$ cat config.mk
export PLATFORM = sky130hd
export DESIGN_NAME = alu_nbit_seq
export DESIGN_NICKNAME = d
export VERILOG_FILES = /design/src/rtl/alu_nbit_seq.sv
export SDC_FILE = /design/constraint.sdc
export NUM_CORES = 1
export LEC_CHECK = 0
export CAP_MARGIN = 20
export CORE_MARGIN = 4
export CORE_UTILIZATION = 50
export CTS_CLUSTER_SIZE = 40
export DETAILED_ROUTE_END_ITERATION = 10
export PLACE_DENSITY = 0.73
export SYNTH_ARGS = -nofsm -noshare
export SYNTH_HDL_FRONTEND = slang
export SYNTH_SLANG_ARGS = --single-unit
$ cat constraint.sdc
create_clock -name clk -period 5.6 [get_ports clk]
set_clock_uncertainty 0.1 [all_clocks]
set_input_delay 1.12 -clock clk [delete_from_list [all_inputs] [get_ports clk]]
set_output_delay 1.12 -clock clk [all_outputs]
set_load 0.005 [all_outputs]
$ cat src/rtl/alu_nbit_seq.sv
// alu_nbit_seq: WIDTH-bit ALU with a valid/ready handshake on both sides.
// One operation is in flight at a time. Logic, add, sub and SLT operations
// finish on the accept edge. MUL is an unsigned shift-add multiply that takes
// WIDTH further clock edges.
//
// Ports
//   clk, rst_n           rising-edge clock, synchronous active-low reset
//   in_valid / in_ready  operand handshake (in_ready high only in IDLE)
//   a, b, op             operands and opcode, sampled on accept
//                        op: 000 AND, 001 OR, 010 ADD, 011 NAND,
//                            100 NOR, 101 MUL, 110 SUB, 111 SLT
//   out_valid/out_ready  result handshake (out_valid high only in HOLD)
//   result               registered result
//   carry_out            adder carry out of the MSB (0 for logic ops and MUL)
//   overflow             signed overflow (ADD/SUB/SLT) or
//                        upper product half nonzero (MUL)
//   zero                 result == 0
module alu_nbit_seq #(
    parameter int WIDTH = 32
) (
    input  logic             clk,
    input  logic             rst_n,
    input  logic             in_valid,
    output logic             in_ready,
    input  logic [WIDTH-1:0] a,
    input  logic [WIDTH-1:0] b,
    input  logic [2:0]       op,
    output logic             out_valid,
    input  logic             out_ready,
    output logic [WIDTH-1:0] result,
    output logic             carry_out,
    output logic             overflow,
    output logic             zero
);

    localparam int CW = $clog2(WIDTH);
    localparam logic [CW-1:0] CNT_LAST = CW'(WIDTH - 1);
    localparam logic [2:0] OP_MUL = 3'b101;

    typedef enum logic [1:0] {S_IDLE, S_MUL, S_HOLD} state_t;

    state_t               state_q, state_d;
    logic [WIDTH-1:0]     result_q, result_d;
    logic                 carry_q, carry_d;
    logic                 ovf_q, ovf_d;
    logic [2*WIDTH-1:0]   acc_q, acc_d;
    logic [2*WIDTH-1:0]   mcand_q, mcand_d;
    logic [WIDTH-1:0]     mplier_q, mplier_d;
    logic [CW-1:0]        cnt_q, cnt_d;

    // Single-cycle datapath, fed directly from the inputs; its values are
    // only captured on the accept edge.
    logic             binv;
    logic [WIDTH-1:0] b_eff;
    logic [WIDTH:0]   sum;
    logic             add_ovf;
    logic             less;
    logic [WIDTH-1:0] alu_res;
    logic             alu_carry, alu_ovf;
    logic [2*WIDTH-1:0] acc_next;

    assign binv    = op[2] & op[1];
    assign b_eff   = binv ? ~b : b;
    assign sum     = {1'b0, a} + {1'b0, b_eff} + {{WIDTH{1'b0}}, binv};
    // carry into the MSB is recovered from the MSB sum bit
    assign add_ovf = (a[WIDTH-1] ^ b_eff[WIDTH-1] ^ sum[WIDTH-1]) ^ sum[WIDTH];
    assign less    = sum[WIDTH-1] ^ add_ovf;

    always_comb begin
        alu_res   = '0;
        alu_carry = 1'b0;
        alu_ovf   = 1'b0;
        case (op)
            3'b000: alu_res = a & b;
            3'b001: alu_res = a | b;
            3'b011: alu_res = ~(a & b);
            3'b100: alu_res = ~(a | b);
            3'b010, 3'b110: begin
                alu_res   = sum[WIDTH-1:0];
                alu_carry = sum[WIDTH];
                alu_ovf   = add_ovf;
            end
            3'b111: begin
                alu_res   = {{(WIDTH-1){1'b0}}, less};
                alu_carry = sum[WIDTH];
                alu_ovf   = add_ovf;
            end
            default: ;
        endcase
    end

    // One shift-add step: accumulate the shifted multiplicand when the
    // current multiplier LSB is set.
    assign acc_next = acc_q + (mplier_q[0] ? mcand_q : '0);

    always_comb begin
        state_d  = state_q;
        result_d = result_q;
        carry_d  = carry_q;
        ovf_d    = ovf_q;
        acc_d    = acc_q;
        mcand_d  = mcand_q;
        mplier_d = mplier_q;
        cnt_d    = cnt_q;
        case (state_q)
            S_IDLE: begin
                if (in_valid) begin
                    if (op == OP_MUL) begin
                        mcand_d  = {{WIDTH{1'b0}}, a};
                        mplier_d = b;
                        acc_d    = '0;
                        cnt_d    = '0;
                        state_d  = S_MUL;
                    end else begin
                        result_d = alu_res;
                        carry_d  = alu_carry;
                        ovf_d    = alu_ovf;
                        state_d  = S_HOLD;
                    end
                end
            end
            S_MUL: begin
                acc_d    = acc_next;
                mcand_d  = mcand_q << 1;
                mplier_d = mplier_q >> 1;
                cnt_d    = (cnt_q == CNT_LAST) ? '0 : cnt_q + 1'b1;
                if (cnt_q == CNT_LAST) begin
                    // last step: publish the product directly from the adder
                    result_d = acc_next[WIDTH-1:0];
                    carry_d  = 1'b0;
                    ovf_d    = |acc_next[2*WIDTH-1:WIDTH];
                    state_d  = S_HOLD;
                end
            end
            S_HOLD: begin
                if (out_ready) state_d = S_IDLE;
            end
            default: state_d = S_IDLE;
        endcase
    end

    always_ff @(posedge clk) begin
        if (!rst_n) begin
            state_q  <= S_IDLE;
            result_q <= '0;
            carry_q  <= 1'b0;
            ovf_q    <= 1'b0;
            acc_q    <= '0;
            mcand_q  <= '0;
            mplier_q <= '0;
            cnt_q    <= '0;
        end else begin
            state_q  <= state_d;
            result_q <= result_d;
            carry_q  <= carry_d;
            ovf_q    <= ovf_d;
            acc_q    <= acc_d;
            mcand_q  <= mcand_d;
            mplier_q <= mplier_d;
            cnt_q    <= cnt_d;
        end
    end

    assign in_ready  = (state_q == S_IDLE);
    assign out_valid = (state_q == S_HOLD);
    assign result    = result_q;
    assign carry_out = carry_q;
    assign overflow  = ovf_q;
    assign zero      = ~|result_q;

endmodule

; Word level (Yosys, flattened, before mapping)
; Index checks and enable logic that the tools add are counted.
[op_classes]
add_sub_neg = 4
mul = 0
n_div = 0
magnitude_cmp = 0
n_eq_ne = 15
n_shift = 0
n_mux = 35
n_bitwise = 10
n_reduce_logical = 11
[op_table]
columns = cell, n
row1 = $mux W64, 5
row2 = $pmux W64 S2, 2
row3 = $mux W32, 6
row4 = $pmux W32 S6, 1
row5 = $pmux W32 S2, 2
row6 = $not A32 Y32, 3
row7 = $add A64 B64 Y64, 1
row8 = $reduce_or A32 Y1, 2
row9 = $add A32 B32 Y33, 1
row10 = $add A33 B1 Y33, 1
row11 = $and A32 B32 Y32, 1
row12 = $or A32 B32 Y32, 1
row13 = $mux W5, 3
row14 = $eq A3 B3 Y1 const B, 4
row15 = $pmux W5 S2, 1
row16 = $mux W1, 8
row17 = $mux W2, 4
row18 = $eq A3 B2 Y1 const B, 2
row19 = $ne A2 B2 Y1 const B, 3
row20 = $pmux W2 S3, 1
row21 = $reduce_and A3 Y1, 2
row22 = $add A5 B1 Y5 const B, 1
row23 = $eq A5 B5 Y1 const B, 1
row24 = $ne A2 B1 Y1 const B, 2
row25 = other kinds (13), 17
[totals]
ff_bits = 201
latch_bits = 0
mem_bits_rw = 0
rom_bits = 0
in_bits = 71
out_inout_bits = 37
wordCells = 83
memories = 0

; Longest topological paths before layout
; Gate-level depths: netlist of the first run.
[logic_depth]
word_depth = 11
depth_mapped = 20
mapped_depth_nobuf = 14

; Least setup slack after synthesis of the first run
; Ideal clock, no wire load.
[synth_path]
kind = input -> register
from = input op[1]
to = register ovf_q, in the netlist overflow
setup_time_ns = 0.128
arrival_time_ns = 5.219
t_required_ns = 5.372
setup_slack_ns = 0.153
cell_stages = 19
path_buffers = 5
cell_sequence = clkbuf_2 -> clkbuf_1 -> clkbuf_1 -> clkbuf_1 -> nand2_1 -> buf_1 -> xnor2_1 -> ha_1 -> nand3_1 -> or2_2 -> o31a_1 -> o21a_1 -> o311a_1 -> o21a_1 -> o21ai_1 -> xor2_1 -> and2_1 -> nor4b_1 -> a21oi_1
[synth_via]
elab_chain_cells = 10
word_cells_on_any_way = 18
classes_between = add/sub (2) / eq/ne (5) / mux (5) / bitwise (4) / reduce/logical (2)
[synth_rtl]
columns = item, line
row1 = "start, declared", 27  ; input logic [2:0] op,
row2 = $and A1 B1 Y1, 62  ; assign binv = op[2] & op[1];
row3 = $mux W32, 63  ; assign b_eff = binv ? ~b : b;
row4 = $add A32 B32 Y33, 64  ; assign sum = {1'b0, a} + {1'b0, b_eff} + {{WIDTH{1'b0}}, binv};
row5 = $add A33 B1 Y33, 64
row6 = $xor A1 B1 Y1 (2 in series), 66  ; assign add_ovf = (a[WIDTH-1] ^ b_eff[WIDTH-1] ^ sum[WIDTH-1]) ^ sum[WIDTH];
row7 = $mux W1, 73  ; case (op)
row8 = $mux W1, 108  ; if (op == OP_MUL) begin
row9 = $mux W1, 107  ; if (in_valid) begin
row10 = $pmux W1 S2, 105  ; case (state_q)
row11 = "end signal, assigned", 156  ; ovf_q <= ovf_d;
row12 = "end, declared", 45  ; logic ovf_q, ovf_d;
; Several ways; a longest one is shown, not always the timed one. The select of a mux whose other input is x is not followed.
; A chain may end at the register's enable or synchronous reset.

; Worst setup path in the final report of the first run
; Ends and elaborated chain as after synthesis.

==> key figures, run 1 <==
Run status
  – Outcome: complete, no violations

Drt
  – DRC: 0
  – Via count: 16,200
  – DRT Wirelength: 50,900 um
  – Wire per inst: 19.9 um
  – DRT antenna net count: 0
  – Initial DRC count: 1,307
  – Via density: 6.34
  – Initial DRT Pass Iterations: 7

Synthesis
  – Synth area leader: dfxtp_1
  – Cells after Synth: 2,129
  – Top FF cell, synth: dfxtp_1
  – Post-Syn Area: 0.0158 mm^2
  – Top cell type's share of synthesized area: 0.254
  – Post-synth cell types: 73
  – Synth warn: 0
  – Syn nets: 2,300
  – Mapped Avg Cell Area: 7.43 um^2
  – Sequential-to-total area share from yosys stat: 0.254
  – Leading post-synthesis cells by cell area: dfxtp_1 25%, nand2_1 8.1%, ha_1 7.7%
  – FFs w/ async S/R, synth: 0
  – Post-synthesis sequential element count: 201
  – EDFF count, synth: 0

Final layout
  – Synthesis-to-layout area growth: 13.1%
  – Finished Cell Area: 0.0179 mm^2
  – Fill cell total of the finished layout: 2,934
  – Nets: 2,313
  – Share of layout cells above drive strength 1: 0.0394
  – Ant diodes: 0

Pwr
  – Pwr/cell area: 223 mW/mm^2
  – P_sw: 1180 uW
  – Cell Int Power: 2820 uW
  – Combinational power share: 0.208
  – Worst-case vdd ir drop: 0.210 mV
  – Sw frac: 0.295
  – Lkg Pwr: 0.00747 uW
  – Clk pwr share: 0.409
  – Sequential share of power: 0.383
  – Final Power: 3990 uW

CTS
  – Clk_lat worst skew: 540 ps
  – Clock Tree Buf Depth: 3
  – TritonCTS clock tree: done
  – Clk sinks: 201
  – Root buffer cell: clkbuf_16
  – Post-cts resize count: 0
  – Hold_buf cts: 0
  – CTS buffer count: 25
  – Clock-pin transition on the worst setup and hold timing paths: 60 ps
  – H-tree levels: 1
  – Post-CTS Setup Inserts: 0

GRT
  – Vias in the first global route: 15,200
  – Largest net degree at the start of global routing: 127
  – Grt ovf: 0
  – Initial antenna violation count: 0
  – Tot GR Track Use: 0.286
  – First-pass GRT wire length: 81,000 um

Placed design
  – Gpl congestion: 0.997
  – Port buffer count: 107
  – Post-DP Area: 0.0171 mm^2
  – Setup WS pre-CTS: 263 ps
  – HPWL after DPL: 37,100 um

STA
  – Fraction of the cycle the final worst path needs: 0.853
  – Fmax achieved: 209 MHz
  – Setup tns final: 0 ps
  – Fin. Hold Viols: 0
  – RSZ-0062 raised after global routing: false
  – Post-route setup slack: 824 ps
  – Worst-Margin Slew: 927 ps
  – Slew HR: 0.377
  – Setup Viol. Count Final: 0
  – Final min period: 4780 ps
  – Fin. max-slew vios: 0

Critical path
  – Register-to-register setup slack: 850 ps
  – Worst R2R End: overflow
  – WS Path Type: in -> reg
  – Req. time, crit path: 5920 ps
  – Startpoint type of the worst setup path: primary input
  – R2r worst-path depth: 15
  – R2r startpoint: mplier_q[0]
  – CP max FO: 15
  – Arr. time, crit path: 5090 ps
  – Critical path endpoint category: flip-flop

Floorplan
  – Ports: 108
  – DIE AREA: 0.0346 mm^2
  – Starting Density: 0.512
  – Die Y: 186 um
  – Std cell rows: 64
  – Chip Width: 186 um
  – Core Area: 0.0309 mm^2

Run
  – Max Cap Viol: 0

Hold path
  – Hold Startpoint: carry_out
  – Class of the worst hold path: reg -> reg
  – WHS Endpoint: carry_out
  – Hold Path Stages: 2
[worst max path at each step]
stage	from	endpoint	slack (ps)	cells past startpoint
final	op[1]	overflow	820	16
after global routing	op[1]	overflow	320	17
after CTS	op[1]	overflow	830	17
after detailed placement	op[1]	overflow	260	17
after global placement	op[1]	overflow	340	17
after floorplan	op[1]	overflow	150	19
[power by group through the flow]
stage | clock (uW) | combinational (uW) | sequential [uW]
3_5_place_dp | 0 | 816 | 1560
6_report | 1630 | 831 | 1530
5_1_grt | 1720 | 906 | 1530
4_1_cts | 1660 | 819 | 1530
2_1_floorplan | 0 | 529 | 1540
3_3_place_gp | 0 | 811 | 1560
[layout by cell type (no fill, tap or decap), types with 8 or more instances in the layout]
cell type	instances
a211oi_1	18
a21boi_0	39
a21o_1	33
a21oi_1	154
a221oi_1	8
a22oi_1	75
a31oi_1	59
and2_1	84
and3_1	9
buf_4	19
clkbuf_16	25
clkdlybuf4s50_1	105
dfxtp_1	201
ha_1	98
inv_1	24
nand2_1	342
nand2b_1	11
nand3_1	95
nand4_1	28
nor2_1	101
nor2b_1	68
nor3_1	31
nor4_1	20
o211a_1	66
o211ai_1	20
o21a_1	17
o21ai_0	104
o21ai_1	10
o21bai_1	14
o22ai_1	20
o31ai_1	19
o32ai_1	9
or3_1	8
xnor2_1	73
xor2_1	38
[registers in the layout, summed over array words and instances, names as in the netlist]
name	flops
state_q	2
cnt_q	5
overflow	1
result	32
mcand_q	64
mplier_q	32
acc_q	64
carry_out	1
[cell usage after synthesis, drive strengths merged (12+ instances only)]
cell type / instances
nor4: 21
a21boi: 40
buf: 17
a21o: 33
nand2b: 12
and2: 84
o211a: 66
ha: 98
o211ai: 20
inv: 24
nor2b: 70
o31ai: 19
a21oi: 156
nand2: 343
clkbuf: 126
nand3: 95
o21bai: 14
xnor2: 73
dfxtp: 201
nor2: 102
o21a: 17
a22oi: 75
a211oi: 19
nand4: 28
a31oi: 59
o21ai: 114
nor3: 31
o22ai: 20
xor2: 38
[per-stage QoR]
stage               std cells  hold WS (ps)   util
CTS                      2554           367  0.579
global route             2554           390  0.579
global placement         2511           353  0.553
floorplan                2129           341      -
finish                   2554           360  0.579
detailed placement       2511           359  0.553
[final cells by class]
| type | instances | area (um^2) | area share |
|---|---|---|---|
| Inverter | 24 | 90.1 | 0.00503 |
| Timing Repair Buffer | 129 | 1280 | 0.0714 |
| Multi-Input combinational cell | 1761 | 11200 | 0.626 |
| Tap cell | 396 | 495 | 0.0277 |
| Clock buffer | 32 | 672 | 0.0375 |
| Sequential cell | 201 | 4020 | 0.225 |
| Clock inverter | 11 | 139 | 0.00776 |
[cell families after synthesis]
| logic type | synth area share |
|---|---|
| xor+xnor | 0.0614 |
| flops | 0.254 |
| simple gates | 0.251 |
| compound gates | 0.308 |
| buf+inv | 0.0406 |
| fa+ha+maj | 0.0800 |
| mux | 0.00459 |
[worst max-delay path, cell delays in order]
cell             delay, ps
clkdlybuf4s50_1        450
nand2_2                190
buf_4                  320
buf_4                  310
xnor2_1                100
ha_1                   400
nand2_1                160
o31a_1                 270
o21a_1                 150
o311a_1                370
o21a_1                 250
o21ai_1                270
xor2_1                 100
and2_1                 190
nor4b_1                330
a21oi_1                110
[metal layers]
layer | up-vias | routed length, um | part of all wire | track usage
li1 | 7820 | - | - | -
met1 | 7672 | 22700 | 0.45 | 0.395
met2 | 592 | 23100 | 0.45 | 0.469
met3 | 98 | 3280 | 0.065 | 0.0338
met4 | 0 | 1790 | 0.035 | 0.0895
met5 | - | 0 | 0 | 0
Note: power is estimated with default switching activity, not from simulation.
==> inputs of run 2 (changes only) <==
--- a/config.mk
+++ b/config.mk
@@ -14,3 +14,4 @@
 export SYNTH_ARGS = -nofsm -noshare
 export SYNTH_HDL_FRONTEND = slang
 export SYNTH_SLANG_ARGS = --single-unit
+export TNS_END_PERCENT = 5
==> results of run 2 <==
No change in the layout: final DEF, timing and power equal those of run 1.
==> inputs of run 3 (changes only) <==
--- a/config.mk
+++ b/config.mk
@@ -7,10 +7,10 @@
 export LEC_CHECK = 0
 export CAP_MARGIN = 20
 export CORE_MARGIN = 4
-export CORE_UTILIZATION = 50
+export CORE_UTILIZATION = 55
 export CTS_CLUSTER_SIZE = 40
 export DETAILED_ROUTE_END_ITERATION = 10
-export PLACE_DENSITY = 0.73
+export PLACE_DENSITY = 0.79
 export SYNTH_ARGS = -nofsm -noshare
 export SYNTH_HDL_FRONTEND = slang
 export SYNTH_SLANG_ARGS = --single-unit
==> key figures, run 3 (synthesis gave the netlist of run 1 again) <==
GRT
  – Tot GR Track Use: 0.317
  – Largest net degree at the start of global routing: 95
  – Initial antenna violation count: 0
  – First-pass GRT wire length: 82,100 um
  – Vias in the first global route: 15,500
  – Grt ovf: 0

Pwr
  – Pwr/cell area: 219 mW/mm^2
  – Lkg Pwr: 0.00748 uW
  – Worst-case vdd ir drop: 0.330 mV
  – Final Power: 3920 uW

STA
  – Fmax achieved: 201 MHz
  – Fraction of the cycle the final worst path needs: 0.889
  – Final min period: 4980 ps
  – Setup tns final: 0 ps
  – Fin. Hold Viols: 0
  – Post-route setup slack: 621 ps
  – Slew HR: 0.283
  – RSZ-0062 raised after global routing: false
  – Setup Viol. Count Final: 0
  – Worst-Margin Slew: 1070 ps
  – Fin. max-slew vios: 0

Critical path
  – CP Capture Point: overflow
  – Req. time, crit path: 5910 ps
  – CP startpoint: mplier_q[0]
  – Arr. time, crit path: 5280 ps
  – R2r startpoint: mplier_q[0]
  – R2r worst-path depth: 14
  – Register-to-register setup slack: 620 ps
  – Startpoint type of the worst setup path: flip-flop
  – Worst R2R End: overflow
  – CP max FO: 16
  – WS Path Type: reg -> reg
  – Critical path endpoint category: flip-flop

Drt
  – Via count: 16,400
  – DRT Wirelength: 51,200 um
  – DRC: 0
  – DRT antenna net count: 0
  – Initial DRC count: 1,415
  – Initial DRT Pass Iterations: 6
  – Wire per inst: 20.1 um
  – Via density: 6.44

Placed design
  – Gpl congestion: 0.968
  – Setup WS pre-CTS: 185 ps
  – Port buffer count: 107
  – HPWL after DPL: 37,900 um

Final layout
  – Commonest non-fill, non-tap cell in the layout: nand2_1
  – Most frequent cells in the layout: 342 x nand2_1, 201 x dfxtp_1, 154 x a21oi_1, 105 x clkdlybuf4s50_1, 104 x o21ai_0
  – Biggest regs: acc_q: 64 flops, mcand_q: 64 flops
  – Nets: 2,324
  – Ant diodes: 0
  – Synthesis-to-layout area growth: 13.1%
  – Share of layout cells above drive strength 1: 0.0411

Floorplan
  – Die Y: 178 um
  – Std cell rows: 61
  – Chip Width: 178 um
  – Ports: 108
  – DIE AREA: 0.0315 mm^2
  – Starting Density: 0.563
  – Core Area: 0.0281 mm^2

CTS
  – H-tree levels: 1
  – Clk_lat worst skew: 540 ps
  – CTS buffer count: 25
  – Clock-pin transition on the worst setup and hold timing paths: 60 ps
  – Hold_buf cts: 0
  – Post-CTS Setup Inserts: 0
  – Root buffer cell: clkbuf_16
  – Clock Tree Buf Depth: 3
  – Post-cts resize count: 0
  – TritonCTS clock tree: done
  – Clk sinks: 201

Hold path
  – Class of the worst hold path: reg -> reg

Run
  – Max Cap Viol: 0

Run status
  – Outcome: complete, no violations
## run 3: changes by cell type in the layout (fill, tap and decap cells not counted), sizes merged
cell | previous run | this run
clkbuf | 32 | 37
buf | 24 | 35
clkinvlp | 2 | 1
clkinv | 6 | 1
bufinv | 3 | 2
## run 3: layout make-up
class	instances	area, um^2
Clock inverter	4	72.6
Tap cell	378	473
Multi-Input combinational cell	1761	11200
Sequential cell	201	4020
Timing Repair Buffer	140	1350
Fill cell	2611	10200
Clock buffer	37	691
Inverter	24	90.1
## run 3: worst max-delay path: stages (launching register included)
cell	delay (ps)
dfxtp_1	690
and2_1	240
ha_1	210
fa_1	280
a211oi_1	120
o21ai_1	440
nand3_1	270
a31oi_1	680
o21ai_0	250
a211oi_1	400
nand4b_4	150
nor4_2	330
nand4_1	190
nor4_1	390
a21oi_1	130
## run 3: per-layer routing
metal / up-vias / share of wire / routed length (um) / global-route usage
li1: 7852 / - / - / -
met1: 7716 / 0.42 / 21500 / 0.416
met2: 682 / 0.46 / 23600 / 0.531
met3: 140 / 0.075 / 3850 / 0.0473
met4: 0 / 0.043 / 2200 / 0.117
met5: - / 0 / 0 / 0
## run 3: metrics by stage
stage | cell area, um^2 | hold slack (ps) | utilization | instances
floorplan | 15800 | 341 | - | 2129
global placement | 17100 | 350 | 0.610 | 2504
detailed placement | 17100 | 363 | 0.610 | 2504
CTS | 17900 | 370 | 0.637 | 2545
global route | 17900 | 397 | 0.637 | 2545
finish | 17900 | 368 | 0.637 | 2545
## run 3: worst min path at each step
stage / start / endpoint / slack, ps / cells past startpoint
final: acc_q[10] / acc_q[10] / 370 / 2
after global routing: acc_q[18] / acc_q[18] / 400 / 2
after CTS: acc_q[10] / acc_q[10] / 370 / 2
after detailed placement: acc_q[10] / acc_q[10] / 360 / 2
after global placement: carry_out / carry_out / 350 / 2
after floorplan: mplier_q[31] / mplier_q[31] / 340 / 2
## run 3: power by group
| group | switching (uW) | internal (uW) |
|---|---|---|
| logic | 479 | 355 |
| registers | 48.0 | 1480 |
| clock network | 625 | 933 |
| total | 1150 | 2770 |
